[config.mk]
export PLATFORM = sky130hd
export DESIGN_NAME = av_st_pkt_arbiter
export DESIGN_NICKNAME = d
export VERILOG_FILES = /design/src/rtl/av_st_pkt_arbiter.sv
export SDC_FILE = /design/constraint.sdc
export NUM_CORES = 1
export LEC_CHECK = 0
export BUFFER_PORTS_ARGS = -buffer_cell sky130_fd_sc_hd__buf_2
export CAP_MARGIN = 0
export CORE_MARGIN = 2
export CORE_UTILIZATION = 41
export DETAILED_ROUTE_END_ITERATION = 10
export PLACE_DENSITY = 0.77
export SETUP_SLACK_MARGIN = 0.02
export SLEW_MARGIN = 20
export SYNTH_ARGS = -nofsm -noshare
export SYNTH_HDL_FRONTEND = slang
export SYNTH_SLANG_ARGS = --single-unit
export TNS_END_PERCENT = 100
[constraint.sdc]
create_clock -name clk -period 1.6 [get_ports clk]
set_input_delay 0.16 -clock clk [delete_from_list [all_inputs] [get_ports clk]]
set_output_delay 0.16 -clock clk [all_outputs]
set_load 0.05 [all_outputs]
[src/rtl/av_st_pkt_arbiter.sv]
// ---------------------------------------------------------------------------
// av_st_pkt_arbiter
//
// Packet-aware 2:1 Avalon-ST arbiter with one registered output stage.
// Two packet sources share one downstream sink. Grants are round-robin and
// change only at packet boundaries. Once a port wins an SOP beat, it keeps
// the grant until its EOP beat is accepted. Non-SOP beats that arrive while
// no port is locked are orphans: they are accepted and discarded.
//
// Ports:
//   clk, reset            : clock and synchronous active-high reset
//   inN_valid / inN_ready : sink handshake for source N (N = 0, 1)
//   inN_data, inN_channel, inN_empty,
//   inN_startofpacket, inN_endofpacket, inN_error : beat payload and framing
//   out_valid / out_ready : source handshake towards the downstream sink
//   out_data .. out_error : registered output beat
//
// Optional feature (macro AV_ST_PKT_ARBITER_STATS_EN):
//   pkt_count0/1 [31:0] : EOP beats transferred from port 0/1
//   drop_count   [15:0] : cycles in which at least one orphan was dropped
// ---------------------------------------------------------------------------
module av_st_pkt_arbiter #(
  parameter int BITS_PER_SYMBOL  = 8,
  parameter int SYMBOLS_PER_BEAT = 4,
  parameter int CHAN_WIDTH       = 1,
  parameter int DATA_WIDTH       = BITS_PER_SYMBOL * SYMBOLS_PER_BEAT,
  parameter int EMPTY_WIDTH      = $clog2(SYMBOLS_PER_BEAT)
) (
  input  logic                   clk,
  input  logic                   reset,

  input  logic                   in0_valid,
  output logic                   in0_ready,
  input  logic [DATA_WIDTH-1:0]  in0_data,
  input  logic [CHAN_WIDTH-1:0]  in0_channel,
  input  logic [EMPTY_WIDTH-1:0] in0_empty,
  input  logic                   in0_startofpacket,
  input  logic                   in0_endofpacket,
  input  logic                   in0_error,

  input  logic                   in1_valid,
  output logic                   in1_ready,
  input  logic [DATA_WIDTH-1:0]  in1_data,
  input  logic [CHAN_WIDTH-1:0]  in1_channel,
  input  logic [EMPTY_WIDTH-1:0] in1_empty,
  input  logic                   in1_startofpacket,
  input  logic                   in1_endofpacket,
  input  logic                   in1_error,

  output logic                   out_valid,
  input  logic                   out_ready,
  output logic [DATA_WIDTH-1:0]  out_data,
  output logic [CHAN_WIDTH-1:0]  out_channel,
  output logic [EMPTY_WIDTH-1:0] out_empty,
  output logic                   out_startofpacket,
  output logic                   out_endofpacket,
  output logic                   out_error
`ifdef AV_ST_PKT_ARBITER_STATS_EN
  ,
  output logic [31:0]            pkt_count0,
  output logic [31:0]            pkt_count1,
  output logic [15:0]            drop_count
`endif
);

  typedef enum logic [1:0] {
    IDLE  = 2'd0,
    LOCK0 = 2'd1,
    LOCK1 = 2'd2
  } state_t;

  state_t state, state_next;
  logic   last_grant;   // port that won the most recent IDLE arbitration

  logic pipe_ready;
  logic req0, req1, orph0, orph1;
  logic win;            // IDLE winner; only meaningful when req0 | req1
  logic sel;            // port whose beat would be loaded this cycle
  logic load;           // selected beat transfers into the output register
  logic drop;           // at least one orphan is discarded this cycle

  logic [DATA_WIDTH-1:0]  sel_data;
  logic [CHAN_WIDTH-1:0]  sel_channel;
  logic [EMPTY_WIDTH-1:0] sel_empty;
  logic                   sel_sop, sel_eop, sel_error;

  // The output register can take a beat when it is empty or draining.
  assign pipe_ready = out_ready | ~out_valid;

  assign req0  = in0_valid &  in0_startofpacket;
  assign req1  = in1_valid &  in1_startofpacket;
  assign orph0 = in0_valid & ~in0_startofpacket;
  assign orph1 = in1_valid & ~in1_startofpacket;

  // On a tie the port that did not win last time goes first.
  assign win = (req0 & req1) ? ~last_grant : req1;

  // Selection is kept out of the main decode so the EOP of the selected beat
  // can steer the next state without a combinational loop.
  assign sel = (state == LOCK1) | ((state == IDLE) & win);

  assign sel_data    = sel ? in1_data          : in0_data;
  assign sel_channel = sel ? in1_channel       : in0_channel;
  assign sel_empty   = sel ? in1_empty         : in0_empty;
  assign sel_sop     = sel ? in1_startofpacket : in0_startofpacket;
  assign sel_eop     = sel ? in1_endofpacket   : in0_endofpacket;
  assign sel_error   = sel ? in1_error         : in0_error;

  always_comb begin
    // NOTE: every output of this block gets a default first so no path
    // through the case statement can leave one unassigned and infer a latch.
    state_next = state;
    in0_ready  = 1'b0;
    in1_ready  = 1'b0;
    load       = 1'b0;
    drop       = 1'b0;

    case (state)
      IDLE: begin
        // Orphans are swallowed regardless of downstream backpressure.
        if (orph0)              in0_ready = 1'b1;
        else if (req0 && !win)  in0_ready = pipe_ready;
        if (orph1)              in1_ready = 1'b1;
        else if (req1 && win)   in1_ready = pipe_ready;

        load = (req0 | req1) & pipe_ready;
        drop = orph0 | orph1;
        if (load && !sel_eop) state_next = win ? LOCK1 : LOCK0;
      end
      LOCK0: begin
        in0_ready = pipe_ready;
        load      = in0_valid & pipe_ready;
        if (load && sel_eop) state_next = IDLE;
      end
      LOCK1: begin
        in1_ready = pipe_ready;
        load      = in1_valid & pipe_ready;
        if (load && sel_eop) state_next = IDLE;
      end
      default: state_next = IDLE;
    endcase

    // Nothing is accepted upstream while reset is asserted.
    if (reset) begin
      in0_ready = 1'b0;
      in1_ready = 1'b0;
      load      = 1'b0;
      drop      = 1'b0;
    end
  end

  // NOTE: sequential state uses non-blocking assignments so every register
  // samples the pre-edge values regardless of statement order.
  always_ff @(posedge clk) begin
    if (reset) begin
      state             <= IDLE;
      last_grant        <= 1'b1;
      out_valid         <= 1'b0;
      out_data          <= '0;
      out_channel       <= '0;
      out_empty         <= '0;
      out_startofpacket <= 1'b0;
      out_endofpacket   <= 1'b0;
      out_error         <= 1'b0;
    end else begin
      state <= state_next;
      if (load) begin
        out_valid         <= 1'b1;
        out_data          <= sel_data;
        out_channel       <= sel_channel;
        out_empty         <= sel_empty;
        out_startofpacket <= sel_sop;
        out_endofpacket   <= sel_eop;
        out_error         <= sel_error;
        if (state == IDLE) last_grant <= sel;
      end else if (out_ready) begin
        // Payload fields are left as-is; only valid drops.
        out_valid <= 1'b0;
      end
    end
  end

`ifdef AV_ST_PKT_ARBITER_STATS_EN
  always_ff @(posedge clk) begin
    if (reset) begin
      pkt_count0 <= '0;
      pkt_count1 <= '0;
      drop_count <= '0;
    end else begin
      if (load && sel_eop && !sel) pkt_count0 <= pkt_count0 + 32'd1;
      if (load && sel_eop &&  sel) pkt_count1 <= pkt_count1 + 32'd1;
      if (drop)                    drop_count <= drop_count + 16'd1;
    end
  end
`endif

endmodule

# Word level (Yosys, flattened, before mapping)
# Cells that the tools add are included.
[totals] register_bits=42 inputBits=81 output_inout_bits=41
[op_classes] eq_ne=5 muxes=24 bitwise=16 n_reduce_logical=11
[ops] operator="$mux 32" count=1
[ops] operator="$mux 1" count=14
[ops] operator="$mux 2" count=5
[ops] operator="$and 1x1->1" count=9
[ops] operator="$pmux 2 s3" count=1
[ops] operator="$logic_and 1x1->1" count=5
[ops] operator="$ne 2x1->1 const B" count=2
[ops] operator="$not 1->1" count=4
[ops] operator="$pmux 1 s2" count=2
[ops] operator="$or 1x1->1" count=3
[ops] operator="$pmux 1 s3" count=1
[ops] operator="$reduce_and 3->1" count=1
[ops] operator="$eq 2x1->1 const B" count=1
[ops] operator="$eq 2x2->1 const B" count=1
[ops] operator="$logic_not 1->1" count=2
[ops] operator="$logic_not 2->1" count=1
[ops] operator="$ne 2x2->1 const B" count=1
[ops] operator="$reduce_and 2->1" count=1
[ops] operator="$reduce_bool 2->1" count=1

# Logic depth before layout (Yosys ltp)
# Gate-level depths: netlist (run 1).
[depth] word_depth=10 depth_mapped=7

# Least setup slack after synthesis (run 1)
# OpenSTA, ideal clock, no wires.
[synth_timing] kind="reg-to-output" startpoint="register out_valid" endpoint="output in0_ready" arrival_time_ps=2459 required_time_ps=1440 slack_ps=-1019 stages_incl_launch_ff=6 path_buffers=2 path_cell_list="dfxtp_1 nand2b_1 clkbuf_1 clkbuf_1 nand2_1 a311oi_1"
[synth_via] elab_chain_cells=6
[synth_rtl] item="start: declaration" line_no="50" text="output logic out_valid,"
[synth_rtl] item="start signal: assignment" line_no="158" text="out_valid <= 1'b0;"
[synth_rtl] item="start signal: assignment" line_no="168" text="out_valid <= 1'b1;"
[synth_rtl] item="start signal: assignment" line_no="178" text="out_valid <= 1'b0;"
[synth_rtl] item="$not 1->1 *" line_no="88" text="assign pipe_ready = out_ready | ~out_valid;"
[synth_rtl] item="$or 1x1->1 *" line_no="88"
[synth_rtl] item="$mux 1" line_no="122" text="else if (req0 && !win) in0_ready = pipe_ready;"
[synth_rtl] item="$mux 1" line_no="121" text="if (orph0) in0_ready = 1'b1;"
[synth_rtl] item="$pmux 1 s2 *" line_no="118" text="case (state)"
[synth_rtl] item="$mux 1 *" line_no="144" text="if (reset) begin"
[synth_rtl] item="end: declaration" line_no="33" text="output logic in0_ready,"
# Mark *: on every way between the ends. The rest lies on a longest branch, timed or not.

# Worst setup path after layout (run 1)
[layout_timing] startpoint="register last_grant" endpoint="output in1_ready"
[layout_via] elab_chain_cells=7
[layout_rtl] item="start: declaration" line_no="73" text="logic last_grant;"
[layout_rtl] item="start signal: assignment" line_no="175" text="if (state == IDLE) last_grant <= sel;"
[layout_rtl] item="$not 1->1" line_no="96" text="assign win = (req0 & req1) ? ~last_grant : req1;"
[layout_rtl] item="$mux 1" line_no="96"
[layout_rtl] item="$logic_and 1x1->1" line_no="124" text="else if (req1 && win) in1_ready = pipe_ready;"
[layout_rtl] item="$mux 1" line_no="124"
[layout_rtl] item="$mux 1" line_no="123" text="if (orph1) in1_ready = 1'b1;"
[layout_rtl] item="$pmux 1 s2" line_no="118"
[layout_rtl] item="$mux 1" line_no="144"
[layout_rtl] item="end: declaration" line_no="42" text="output logic in1_ready,"
# Every way passes these cells.

==> run summary, run 1 <==
status: finished with violations
failing checks: setup timing
post-DP HPWL: 4.77 mm
1st-iter DRT viols: 131
Max-slew headroom: 72.3%
P&R area growth vs syn: 46.9%
Most used DFF post-synth: dfxtp_1
mux contribution to synthesized area: 0%
fin worst setup slack: -0.0463 ns
syn_area_per_cell: 8.70 µm²
syn_nets: 343
Final ANT Viol Nets: 0
TritonCTS clock tree: done
final setup TNS: -0.0501 ns
Ports: 122
clock slew seen by the registers of the worst setup and hold paths: 0.08 ns
Tot Pwr: 3310 µW
clock tree buffer depth: 2
worst hold path type: in2reg
NumNets Final: 470
non-filler cells, final: 462
port buffer count: 121
post-synthesis adder-cell area fraction: 0%
share of post-route cells with drive strength above 1: 53.6%
final setup vio count: 2
final wirelength: 7.01 mm
final-report hold violation count: 0
global-route wire length before repair: 11.0 mm
XOR/XNOR Fraction of Synth Area: 0%
Final min period: 1.65 ns
Die X-Extent: 78.5 µm
Yosys warnings: 0
Pleak: 0.00148 µW
Clock Tree Root: clkbuf_8
first-pass iteration count of the detailed router: 4
GP Congestion: 0.885
WP data required: 1.44 ns
H-tree levels: 2
Syn Inst Count: 262
Setup CP Type: reg2out
Post-synth EDFFs: 0
most frequent cells in the layout: buf_2, nand2_1, a21oi_1, dfxtp_1, a311oi_2
asr flop ratio synth: 0%
vias in the first global route: 2410
mapped cell area: 0.00228 mm²
TritonCTS Buffers: 5
Pwr Density: 990 mW/mm²
Core ar.: 0.00544 mm²
worst path arrival time: 1.49 ns
fin crit share: 103%
GRT Residual Overflow: 0
combinational family with the most area after synthesis: compound AO/OA/AOI/OAI gates
part of the Yosys area used for sequential elements: 36.9%
post-synthesis compound-gate area fraction: 35.7%
post-layout util: 61.5%
antenna cells: 0
skew final: 0.00381 ns
maximum clock rate: 607 MHz
die area: 0.00617 mm²
RSZ-0062 raised after global routing: yes
largest net degree at the start of global routing: 32
DRC Markers: 0
Rows: 27
Initial Utilization: 41.9%
simple logic cell fraction of the synthesized area: 18.4%
Yosys cell types: 30
FF+latch count, synth: 42
Slew @ Worst Pin: 0.415 ns
worst-path fanout max: 3
Peak VDD IR: 0.436 mV
CP Capture Type: output pin
post-route cell area: 0.00335 mm²
max_cap viols: 0
Vias/cell: 5.36
clock latency on the worst-skew pair: 0.29 ns
CP Launch Type: flip-flop
total vias in the final route: 2475
WL/cell: 15.2 µm
TritonCTS Sinks: 42
gr usage total: 22.2%
Die H: 78.5 µm
Post-DP Area: 0.00300 mm²
initial antenna violation count: 0
post-placement cell count: 445
commonest non-fill, non-tap cell in the layout: buf_2
Max Slew Vio Count: 0
hold buffer count at CTS: 0
==> worst max-delay path, stage by stage, from the launching register on <==
cell	delay [ns]
dfxtp_4	0.36
and4b_4	0.22
nor3_4	0.22
a21oi_2	0.07
nor3_4	0.13
buf_6	0.18
==> routing by layer <==
metal	global-route usage (%)	vias to the layer above	part of all wire, %
li1	-	1204	-
met1	27.6	1147	42
met2	36.2	107	49
met3	5.17	17	6.5
met4	10.4	0	2.4
met5	0	-	0
==> synthesized netlist by cell type (all sizes together), types with 2 or more instances <==
library cell | instances | area (µm²)
a21oi | 40 | 200
nor2 | 7 | 28.8
dfxtp | 42 | 841
buf | 18 | 151
inv | 3 | 11.3
nor3 | 4 | 25.0
nand2 | 79 | 297
a41oi | 2 | 17.5
nand3 | 2 | 10.0
nand2b | 2 | 12.5
a311oi | 39 | 523
clkbuf | 11 | 41.3
==> kinds of logic (layout without fill, tap and decap cells) <==
group,count (synthesis),in the layout
flip-flops,42,42
buffers and inverters,32,160
AND/OR/NAND/NOR,100,100
AO/OA/AOI/OAI,88,88
==> area by class of cell <==
class,count,area [µm²]
Fill cell,469,2090
Sequential cell,42,851
Multi-Input combinational cell,188,1340
Tap cell,72,90.1
Timing Repair Buffer,149,941
Inverter,3,11.3
Clock buffer,8,110
==> timing repair <==
action,4_1_cts,5_1_grt
pin swaps,3,11
resized for setup,15,20
gates cloned,0,2
endpoints found under the setup margin,8,38
buffers inserted,1,6
==> report_power, final <==
| group | total (µW) | switching [µW] | leakage [µW] | internal [µW] |
|---|---|---|---|---|
| Sequential | 1220 | 59.6 | 0.000350 | 1160 |
| Clock | 800 | 365 | 0.0000575 | 436 |
| Combinational | 1300 | 834 | 0.00107 | 461 |
==> metrics by stage <==
step	worst slack [ns]	hold slack [ns]
after floorplan	-0.00995	0.313
after global placement	0.0935	0.423
after detailed placement	-0.000572	0.428
after CTS	-0.00604	0.108
after global routing	-0.0684	0.117
final	-0.0463	0.115
==> path summary, 6_finish.rpt <==
kind,from,to,slack [ns],depth (start not counted)
worst max-delay path,last_grant,in1_ready,-0.05,5
worst min-delay path,in0_data[5],out_data[5],0.12,3
worst max register to register,state[1],out_data[12],0,6
worst min register to register,out_data[10],out_data[10],0.52,2
==> sequential cells by signal, indices dropped and copies added (netlist names) <==
register / flops
out_channel: 1
out_valid: 1
out_startofpacket: 1
out_error: 1
out_empty: 2
last_grant: 1
out_endofpacket: 1
state: 2
out_data: 32
(Power assumes the default switching activity.)
==> inputs of run 2 (changes only) <==
--- a/config.mk
+++ b/config.mk
@@ -8,9 +8,9 @@
 export BUFFER_PORTS_ARGS = -buffer_cell sky130_fd_sc_hd__buf_2
 export CAP_MARGIN = 0
 export CORE_MARGIN = 2
-export CORE_UTILIZATION = 41
+export CORE_UTILIZATION = 45
 export DETAILED_ROUTE_END_ITERATION = 10
-export PLACE_DENSITY = 0.77
+export PLACE_DENSITY = 0.8
 export SETUP_SLACK_MARGIN = 0.02
 export SLEW_MARGIN = 20
 export SYNTH_ARGS = -nofsm -noshare
==> constraint.sdc (replaced) <==
create_clock -name clk -period 1.57 [get_ports clk]
set_input_delay 0.157 -clock clk [delete_from_list [all_inputs] [get_ports clk]]
set_output_delay 0.157 -clock clk [all_outputs]
set_load 0.05 [all_outputs]
==> run 2 against run 1 <==
Sequential share of layout area fell by 1.0 points; worst hold slack improved by 0.020 ns; clock power fell by 16%; cell count fell by 1.1%; critical endpoint is now out_data[20]; largest power group unchanged; design area rose by 4.4%; total power fell by 0.12%; wire length rose by 12%; the run still ends with setup timing left; sequential power barely moved; largest cell class unchanged; global-route usage rose by 1.3 points; clock skew rose by 0.0047 ns.
==> run summary, run 2 (synthesis results as in run 1) <==
Sw Pwr: 1330 µW
gr usage total: 23.5%
WL/cell: 17.2 µm
fin worst setup slack: -0.0800 ns
Max-slew headroom: 72.4%
RSZ-0062 raised after global routing: yes
r2r endpoint: out_data[20]
Max Slew Vio Count: 0
worst-path fanout max: 6
WP data required: 1.76 ns
clock latency on the worst-skew pair: 0.29 ns
NumNets Final: 471
final setup vio count: 35
clock slew seen by the registers of the worst setup and hold paths: 0.08 ns
most frequent cells in the layout: buf_2, nand2_1, a21oi_1, dfxtp_1, a311oi_2
worst path arrival time: 1.84 ns
worst setup path endpoint: out_data[20]
final wirelength: 7.85 mm
CP Launch Type: flip-flop
DRC Markers: 0
Die X-Extent: 75.2 µm
Clock Tree Root: clkbuf_8
Die H: 75.2 µm
crit path max-delay cell type: dfxtp_4
post-layout util: 72.5%
fin crit share: 105%
logic gate share of total power: 42.1%
TritonCTS Sinks: 42
Slew @ Worst Pin: 0.414 ns
Pwr Density: 947 mW/mm²
Worst path most repeated cell: buf_6
first-pass iteration count of the detailed router: 4
grt met3 use: 4.28%
Setup CP Type: reg2reg
skew final: 0.00848 ns
commonest non-fill, non-tap cell in the layout: buf_2
largest net degree at the start of global routing: 38
r2r setup slk: -0.08 ns
share of post-route cells with drive strength above 1: 58.5%
biggest regs: out_data x32, out_empty x2, state x2
TritonCTS clock tree: done
total vias in the final route: 2591
P_int: 1980 µW
TritonCTS Buffers: 5
clock share of power: 20.3%
CP cell instances: and4b_4 -> buf_6 -> nor3_4 -> buf_6 -> clkbuf_16 -> nand2_4 -> a311oi_2
Bufs and invs on worst path: 3
H-tree levels: 2
grt met2 use: 41.6%
Initial Utilization: 47.3%
Ports: 122
sw frac: 40.1%
initial antenna violation count: 0
Core ar.: 0.00482 mm²
Largest register FFs: 32
largest reg by FF count: out_data
met1 Resource Use GR: 28.2%
Rows: 25
die area: 0.00565 mm²
Final min period: 1.65 ns
vias in the first global route: 2421
CP Capture Type: flip-flop
Max stage delay on crit path: 0.37 ns
busiest grt layer: met2
Final ANT Viol Nets: 0
final-report hold violation count: 0
r2r worst-path depth: 7
max_cap viols: 0
port buffer count: 121
Reg power frac: 37.7%
worst hold path type: in2reg
number of stages on the worst setup path: 7
failing checks: setup timing
GRT Residual Overflow: 0
Pleak: 0.00155 µW
clock tree buffer depth: 2
dpl ws: 0.00397 ns
global-route wire length before repair: 10.4 mm
GP Congestion: 0.897
maximum clock rate: 606 MHz
status: finished with violations
P&R area growth vs syn: 53.4%
post-DP HPWL: 4.69 mm
Crit. Startpoint: state[1]
Vias/cell: 5.67
antenna cells: 0
R2R Path Start: state[1]
CP delay by family, top: simple AND/OR/NAND/NOR gates
Peak VDD IR: 0.576 mV
1st-iter DRT viols: 222
run 2: how the worst min path moves through the flow:
stage	from	endpoint	slack, ns	cells after the start
6_report	in0_data[6]	out_data[6]	0.14	3
2_1_floorplan	in0_data[5]	out_data[5]	0.31	2
3_3_place_gp	in0_data[5]	out_data[5]	0.42	3
4_1_cts	in0_data[5]	out_data[5]	0.12	3
3_5_place_dp	in0_data[5]	out_data[5]	0.43	3
5_1_grt	in0_data[11]	out_data[11]	0.13	3
run 2: area by class of cell:
class | count | area, µm²
clock buffer | 7 | 76.3
fill | 359 | 1320
inverter | 3 | 11.3
multi-input combinational | 188 | 1450
sequential | 42 | 853
tap | 67 | 83.8
timing repair buffer | 150 | 1020
run 2: power by group through the flow:
stage	Combinational, µW	Sequential [µW]	Clock, µW
2_1_floorplan	510	1640	0
3_3_place_gp	1190	1260	0
3_5_place_dp	1210	1260	0
4_1_cts	1240	1240	669
5_1_grt	1470	1250	710
6_report	1390	1250	670
run 2: what timing repair did:
| item | in CTS | in global routing |
|---|---|---|
| endpoints found under the setup margin | 15 | 40 |
| pin swaps | 4 | 33 |
| gates resized for setup | 23 | 41 |
| cloned | 0 | 6 |
| hold buffers | 0 | 0 |
| setup buffers | 1 | 3 |
run 2: worst reg2reg max path: stages, from the launching register on:
cell and delay (ns):
dfxtp_4 0.37, and4b_4 0.22, buf_6 0.12, nor3_4 0.22, buf_6 0.17, clkbuf_16 0.16
nand2_4 0.04, a311oi_2 0.24
run 2: per-layer routing:
layer / up-vias / share of wire, %
li1: 1213 / -
met1: 1211 / 40
met2: 148 / 51
met3: 19 / 7.1
met4: 0 / 2.4
met5: - / 0
run 2: per-stage QoR:
stage / hold WS, ns / TNS, ns / power [µW] / std cells / cell area (µm²)
2_1_floorplan: 0.310 / -0.0370 / 2150 / 262 / 2320
3_3_place_gp: 0.423 / 0 / 2450 / 440 / 3010
3_5_place_dp: 0.429 / 0 / 2470 / 440 / 3010
4_1_cts: 0.123 / -0.0314 / 3150 / 448 / 3170
5_1_grt: 0.134 / -3.44 / 3430 / 457 / 3490
6_report: 0.135 / -1.28 / 3310 / 457 / 3490
